[config.mk]
export PLATFORM = sky130hd
export DESIGN_NAME = gray_counter_n
export DESIGN_NICKNAME = d
export VERILOG_FILES = /design/src/rtl/gray_pkg.sv /design/src/rtl/gray2bin_conv.sv /design/src/rtl/gray_counter_n.sv
export SDC_FILE = /design/constraint.sdc
export NUM_CORES = 1
export LEC_CHECK = 0
export ABC_AREA = 0
export BUFFER_PORTS_ARGS = -buffer_cell sky130_fd_sc_hd__buf_2
export CORE_AREA = 3 3 40 42
export DETAILED_ROUTE_END_ITERATION = 10
export DIE_AREA = 0 0 43 45
export GPL_TIMING_DRIVEN = 0
export PLACE_DENSITY = 0.71
export SYNTH_ARGS = -nofsm -noshare
export SYNTH_HDL_FRONTEND = slang
export SYNTH_SLANG_ARGS = --single-unit
[constraint.sdc]
create_clock -name Clk -period 2.4 [get_ports Clk]
set_input_delay 0.24 -clock Clk [delete_from_list [all_inputs] [get_ports Clk]]
set_output_delay 0.24 -clock Clk [all_outputs]
set_load 0.005 [all_outputs]
[src/rtl/gray_pkg.sv]
// Shared Gray-code helpers and counter mode constants.
// The helpers work on a fixed maximum width; narrower values are zero-extended by the caller.
package gray_pkg;

  localparam int unsigned MODE_WRAP  = 0;
  localparam int unsigned MODE_SAT   = 1;
  localparam int unsigned GRAY_MAX_W = 32;

  function automatic logic [GRAY_MAX_W-1:0] bin2gray(input logic [GRAY_MAX_W-1:0] bin);
    return bin ^ (bin >> 1);
  endfunction

  // Zero upper bits contribute nothing to the prefix XOR, so any width <= GRAY_MAX_W works.
  function automatic logic [GRAY_MAX_W-1:0] gray2bin(input logic [GRAY_MAX_W-1:0] gray);
    logic [GRAY_MAX_W-1:0] bin;
    for (int i = 0; i < GRAY_MAX_W; i++) begin
      bin[i] = ^(gray >> i);
    end
    return bin;
  endfunction

endpackage

[src/rtl/gray2bin_conv.sv]
// Combinational Gray-to-binary converter: each binary bit is the XOR of all Gray bits at or
// above it.
module gray2bin_conv #(
  parameter int unsigned WIDTH = 4
) (
  input  logic [WIDTH-1:0] gray_i,
  output logic [WIDTH-1:0] bin_o
);

  always_comb begin
    bin_o = '0;
    for (int i = 0; i < WIDTH; i++) begin
      bin_o[i] = ^(gray_i >> i);
    end
  end

endmodule

[src/rtl/gray_counter_n.sv]
// Up/down Gray-code counter with parallel load, wrap or saturate ends, sticky end flags and a
// one-cycle Wrap pulse. Define GRAY_BIN_OUT_EN to expose the binary index on BinOut.
module gray_counter_n
  import gray_pkg::*;
#(
  parameter int unsigned WIDTH   = 4,
  parameter int unsigned MODE    = MODE_WRAP,
  parameter int unsigned RST_VAL = 0
) (
  input  logic             Clk,
  input  logic             Reset_n,
  input  logic             En,
  input  logic             Dir,
  input  logic             Load,
  input  logic [WIDTH-1:0] LoadVal,
  input  logic             ClrFlag,
  output logic [WIDTH-1:0] Output,
  output logic             Overflow,
  output logic             Underflow,
  output logic             Wrap
`ifdef GRAY_BIN_OUT_EN
  ,
  output logic [WIDTH-1:0] BinOut
`endif
);

  // WIDTH must not exceed GRAY_MAX_W for the package helpers to cover it.
  localparam logic [WIDTH-1:0] MaxIdx  = '1;
  localparam logic [WIDTH-1:0] RstIdx  = WIDTH'(RST_VAL);
  localparam logic [WIDTH-1:0] RstGray = WIDTH'(bin2gray(GRAY_MAX_W'(RstIdx)));

  logic [WIDTH-1:0] b_q, b_d;
  logic [WIDTH-1:0] gray_q, gray_d;
  logic             ovf_q, ovf_d;
  logic             unf_q, unf_d;
  logic             wrap_q, wrap_d;
  logic [WIDTH-1:0] load_bin;

  gray2bin_conv #(
    .WIDTH(WIDTH)
  ) u_load_conv (
    .gray_i(LoadVal),
    .bin_o (load_bin)
  );

  always_comb begin
    b_d    = b_q;
    ovf_d  = ovf_q & ~ClrFlag;
    unf_d  = unf_q & ~ClrFlag;
    wrap_d = 1'b0;
    if (Load) begin
      b_d = load_bin;
    end else if (En) begin
      if (Dir) begin
        if (b_q == MaxIdx) begin
          ovf_d  = 1'b1;
          wrap_d = 1'b1;
          if (MODE == MODE_WRAP) b_d = '0;
        end else begin
          b_d = b_q + 1'b1;
        end
      end else begin
        if (b_q == '0) begin
          unf_d  = 1'b1;
          wrap_d = 1'b1;
          if (MODE == MODE_WRAP) b_d = MaxIdx;
        end else begin
          b_d = b_q - 1'b1;
        end
      end
    end
    // Register the Gray value directly so Output never glitches through the XOR.
    gray_d = WIDTH'(bin2gray(GRAY_MAX_W'(b_d)));
  end

  always_ff @(posedge Clk) begin
    if (!Reset_n) begin
      b_q    <= RstIdx;
      gray_q <= RstGray;
      ovf_q  <= 1'b0;
      unf_q  <= 1'b0;
      wrap_q <= 1'b0;
    end else begin
      b_q    <= b_d;
      gray_q <= gray_d;
      ovf_q  <= ovf_d;
      unf_q  <= unf_d;
      wrap_q <= wrap_d;
    end
  end

  assign Output    = gray_q;
  assign Overflow  = ovf_q;
  assign Underflow = unf_q;
  assign Wrap      = wrap_q;

`ifdef GRAY_BIN_OUT_EN
  assign BinOut = b_q;
`endif

endmodule
== Word level (Yosys, flattened, before mapping) ==
Cells that the tools add are included.

* Add/sub/neg operators: 2
* Reduce and logical (&&, ||, !) cells: 6
* Bitwise gates (word level): 6
* Eq/ne operators: 1
* Muxes and demuxes: 16

{| class="wikitable"
|+ Operator list
! cell !! number
|-
| 4-bit two-way mux || 5
|-
| 4-bit XOR reduction || 4
|-
| 1-bit two-way mux || 11
|-
| 4-bit by 1-bit adder with 4-bit output, second input constant || 1
|-
| 4-bit == test, second input constant || 1
|-
| 4-bit logical NOT || 1
|-
| 4-bit by 1-bit subtractor with 4-bit output, second input constant || 1
|-
| 4-bit by 3-bit XOR with 4-bit output || 1
|-
| 1-bit inverter || 3
|-
| 3-bit OR reduction || 1
|-
| 1-bit bitwise AND || 2
|}

* Register bits: 11
* Output and inout port bits: 7
* Input port bits: 10

== Logic depth before layout (Yosys ltp) ==
* Depth after elaboration: 6
* Depth in mapped cells: 7
* Mapped depth without buffers: 7

== Modules after synthesis ==
Synthesis repeated with hierarchy kept, for this count alone.

* Cell total of the unflattened synthesis: 72
* Area, all modules: 640.6 µm²

{| class="wikitable"
|+ By module, submodules not included
! module !! cells each !! times used !! area each (µm²) !! seq. area each (µm²)
|-
| gray_counter_n || 67 || 1 || 590.6 || 200.2
|-
| gray2bin_conv || 5 || 1 || 50.0 || 0.0
|}

== Worst setup path after synthesis ==
Ideal clock, no wire load.

* Path type: register to register
* Start point: register b_q[0]
* End point: register gray_q[2] (netlist: Output[2])
* Arrival: 1591 ps
* Slack: 688 ps
* Buffers on the path: 0
* Data required time: 2279 ps
* Stages on the path, launching flop included: 8
* Library setup time: 121 ps
* Path through: dfxtp_1 > inv_1 > ha_1 > mux2_4 > a211o_1 > nand3_1 > nor2_1 > mux2_2

* Cells in the longest elaborated chain, start to end: 6

{| class="wikitable"
|+ RTL lines
! element !! line !! source
|-
| start: declaration || gray_counter_n.sv:32 || <nowiki>logic [WIDTH-1:0] b_q, b_d;</nowiki>
|-
| start signal: assignment || gray_counter_n.sv:78 || <nowiki>b_q <= RstIdx;</nowiki>
|-
| 4-bit by 1-bit subtractor with 4-bit output, or another cell as far along || gray_counter_n.sv:68 || <nowiki>b_d = b_q - 1'b1;</nowiki>
|-
| 4-bit two-way mux, on equally long branches || gray_counter_n.sv:63, gray_counter_n.sv:55 ||
|-
| 4-bit two-way mux (*) || gray_counter_n.sv:54 || <nowiki>if (Dir) begin</nowiki>
|-
| 4-bit two-way mux (*) || gray_counter_n.sv:53 || <nowiki>end else if (En) begin</nowiki>
|-
| 4-bit two-way mux (*) || gray_counter_n.sv:51 || <nowiki>if (Load) begin</nowiki>
|-
| 4-bit by 3-bit XOR with 4-bit output (*) || gray_pkg.sv:10 || <nowiki>return bin ^ (bin >> 1);</nowiki>
|-
| end signal: assignment || gray_counter_n.sv:79 || <nowiki>gray_q <= RstGray;</nowiki>
|-
| end signal: assignment || gray_counter_n.sv:85 || <nowiki>gray_q <= gray_d;</nowiki>
|-
| end: declaration || gray_counter_n.sv:33 || <nowiki>logic [WIDTH-1:0] gray_q, gray_d;</nowiki>
|}

Every way passes the cells marked *; elsewhere a longest branch is shown, timed or not.
A chain may end at the register's enable or synchronous reset.

== Worst setup path in the final report ==
Ends and elaborated chain as after synthesis.

==> flow_summary.json <==
{
  "cts_buffers": 3,
  "yosys_warnings": 0,
  "p_switching_mw": 0.1211,
  "final-max-slew-violation-count": 0,
  "io_buffers": 16,
  "cp.required_ps": 2550,
  "setup_violations": 0,
  "switching_share_pct": 28.54,
  "grt_start_max_net_pins": 11,
  "grt_pass1_vias": 471,
  "pwr-share-comb_pct": 29.0,
  "place.gp.congestion": 0.8053,
  "synth_area_um2": 604.3,
  "arrival_ps": 2010,
  "post-route-period-util_pct": 77.49,
  "p_int_mw": 0.3033,
  "drive_gt1_share_pct": 30.34,
  "cts_setup_buffers": 0,
  "cts.repair.resized": 0,
  "first_pass_iters": 4,
  "tightest_slew_ps": 446.8,
  "wl_um": 1169,
  "ios": 17,
  "drt_iter0_drc": 10,
  "cp-start-kind": "flop",
  "ys_seq_elements": 10,
  "wl_per_cell_um": 11.24,
  "synth_seq_area_share_pct": 33.13,
  "rr_startpoint": "b_q[0]",
  "antenna_found_initial": 0,
  "num_rows": 13,
  "grt_overflow_total": 0,
  "holdPathStages": 2,
  "core_area_um2": 1285,
  "ir_drop_uv": 414.5,
  "fin_crit_ps": 1860,
  "dieArea_um2": 1935,
  "tns_ps": 0,
  "reg2reg_to": "Output[2]",
  "outcome": "finished clean",
  "avgViaCountPerCell": 5.212,
  "ant_nets": 0,
  "syn_avg_cell_area_um2": 8.633,
  "syn_inst": 70,
  "finalPower_mw": 0.4244,
  "cts.sinks": 10,
  "slew_headroom_pct": 70.22,
  "ys_types": 32,
  "p_clk_share_pct": 25.6,
  "dp.final_hpwl_um": 933.1,
  "cts_hold_buf": 0,
  "hp-class": "primary input to flop",
  "clock_latency_ps": 260,
  "seq_power_share_pct": 45.4,
  "clock_path_buffers": 2,
  "reg2reg_depth": 7,
  "cts-htree-levels": 1,
  "max_freq_mhz": 537.7,
  "cp-end-kind": "flop",
  "crit_fanout": 6,
  "clockRootBuffer": "clkbuf_4",
  "finalClockSkew_ps": 7.324,
  "start_util_pct": 47.03,
  "finalNetCount": 103,
  "crit_path_start": "b_q[0]",
  "hold_viol_final": 0,
  "rsz0062_at_grt": "no",
  "drc": 0,
  "powerDensity_nw_per_um2": 584.8,
  "num_vias": 542,
  "synthesis.nets": 82,
  "cts_tree": "done",
  "dieHeight_um": 45,
  "area_growth_syn_to_layout_pct": 20.08,
  "maxCapViolations": 0,
  "antenna_cells": 0,
  "path_clk_slew_ps": 60,
  "p_leak_nw": 0.3456,
  "layout_commonest_cell": "buf_2",
  "r2r_slack_ps": 540,
  "cp-endpoint": "Output[2]",
  "track_usage_pct": 13.70,
  "grt_pass1_wl_um": 1952,
  "crit_type": "flop to flop",
  "die_w_um": 43,
  "final_cell_mix": "buf_2 (17), dfxtp_1 (10), inv_1 (7), nor2_1 (7), a21oi_1 (6)"
}
==> logic make-up after synthesis <==
| group | count (synthesis) | synth area share (%) |
|---|---|---|
| AND/OR/NAND/NOR | 21 | 18.84 |
| buffers and inverters | 11 | 7.660 |
| flip-flops | 10 | 33.13 |
| adder cells (fa/ha/maj) | 2 | 4.140 |
| AO/OA/AOI/OAI | 17 | 19.46 |
| XOR/XNOR | 7 | 12.42 |
| multiplexers | 2 | 4.347 |
==> worst min-delay path by stage <==
stage	start	endpoint	slack [ps]
2_1_floorplan	Reset_n	Wrap	360
3_3_place_gp	Overflow	Overflow	470
3_5_place_dp	Overflow	Overflow	500
4_1_cts	Reset_n	b_q[0]	230
5_1_grt	Reset_n	Wrap	230
6_report	Reset_n	b_q[0]	240
==> layout make-up <==
cell class / instances / area (µm²)
Fill cell: 122 / 559.3
Multi-Input combinational cell: 49 / 357.8
Sequential cell: 10 / 200.2
Timing Repair Buffer: 16 / 80.08
Inverter: 8 / 30.03
Clock buffer: 3 / 22.52
Tap cell: 15 / 18.77
Buffer: 3 / 16.27
==> cell usage after synthesis, drive strengths merged <==
master | n | area [µm²]
o21bai | 1 | 7.510
a211o | 1 | 8.760
nand4 | 2 | 12.51
nor2b | 2 | 12.51
ha | 2 | 25.02
o21ai | 1 | 5.000
mux2 | 2 | 26.27
and2 | 2 | 12.51
a211oi | 2 | 15.01
nor2 | 7 | 26.28
a31oi | 1 | 6.260
nor3 | 1 | 5.000
o221ai | 1 | 8.760
nand2 | 3 | 11.26
xor2 | 3 | 26.28
a22oi | 1 | 12.51
nand3 | 2 | 10.01
buf | 2 | 12.51
o211ai | 1 | 7.510
inv | 8 | 30.03
dfxtp | 10 | 200.2
xnor3 | 1 | 22.52
a21o | 1 | 7.510
clkbuf | 1 | 3.750
a21oi | 7 | 38.79
nor4b | 2 | 23.77
xnor2 | 3 | 26.28
==> sequential cells by signal (all words and copies together), names as in the netlist <==
name / cells
b_q: 4
Output: 3
Overflow: 1
Underflow: 1
Wrap: 1
==> critical path, stage by stage (launching register included) <==
cell and delay, ps:
dfxtp_1 420, inv_1 90, ha_1 230, mux2_4 280, a211o_1 310, nand3_1 120
nor2_1 50, mux2_2 260
==> per-stage QoR <==
step	cells	utilization [%]	hold WS (ps)	area (µm²)	setup WS, ps
CTS	104	56.48	233.0	725.7	535.3
global route	104	56.48	225.6	725.7	451.2
detailed placement	101	54.72	498.1	703.2	546.6
floorplan	70	-	356.1	604.3	688.3
finish	104	56.48	238.9	725.7	540.2
global placement	101	54.72	471.7	703.2	560.0
==> metal layers <==
| metal | part of all wire, % | track usage (%) | vias up |
|---|---|---|---|
| met3 | 7.4 | 7.570 | 0 |
| met4 | 0 | 1.807 | 0 |
| li1 | - | - | 285 |
| met5 | 0 | 0 | - |
| met1 | 45 | 16.55 | 236 |
| met2 | 48 | 22.16 | 21 |
==> power groups by stage <==
stage / combinational, mW / sequential [mW] / clock, mW
after floorplan: 0.0870 / 0.196 / 0
after global placement: 0.121 / 0.197 / 0
after detailed placement: 0.124 / 0.197 / 0
after CTS: 0.124 / 0.193 / 0.113
after global routing: 0.136 / 0.195 / 0.124
final: 0.123 / 0.193 / 0.109
(Power assumes the default switching activity.)
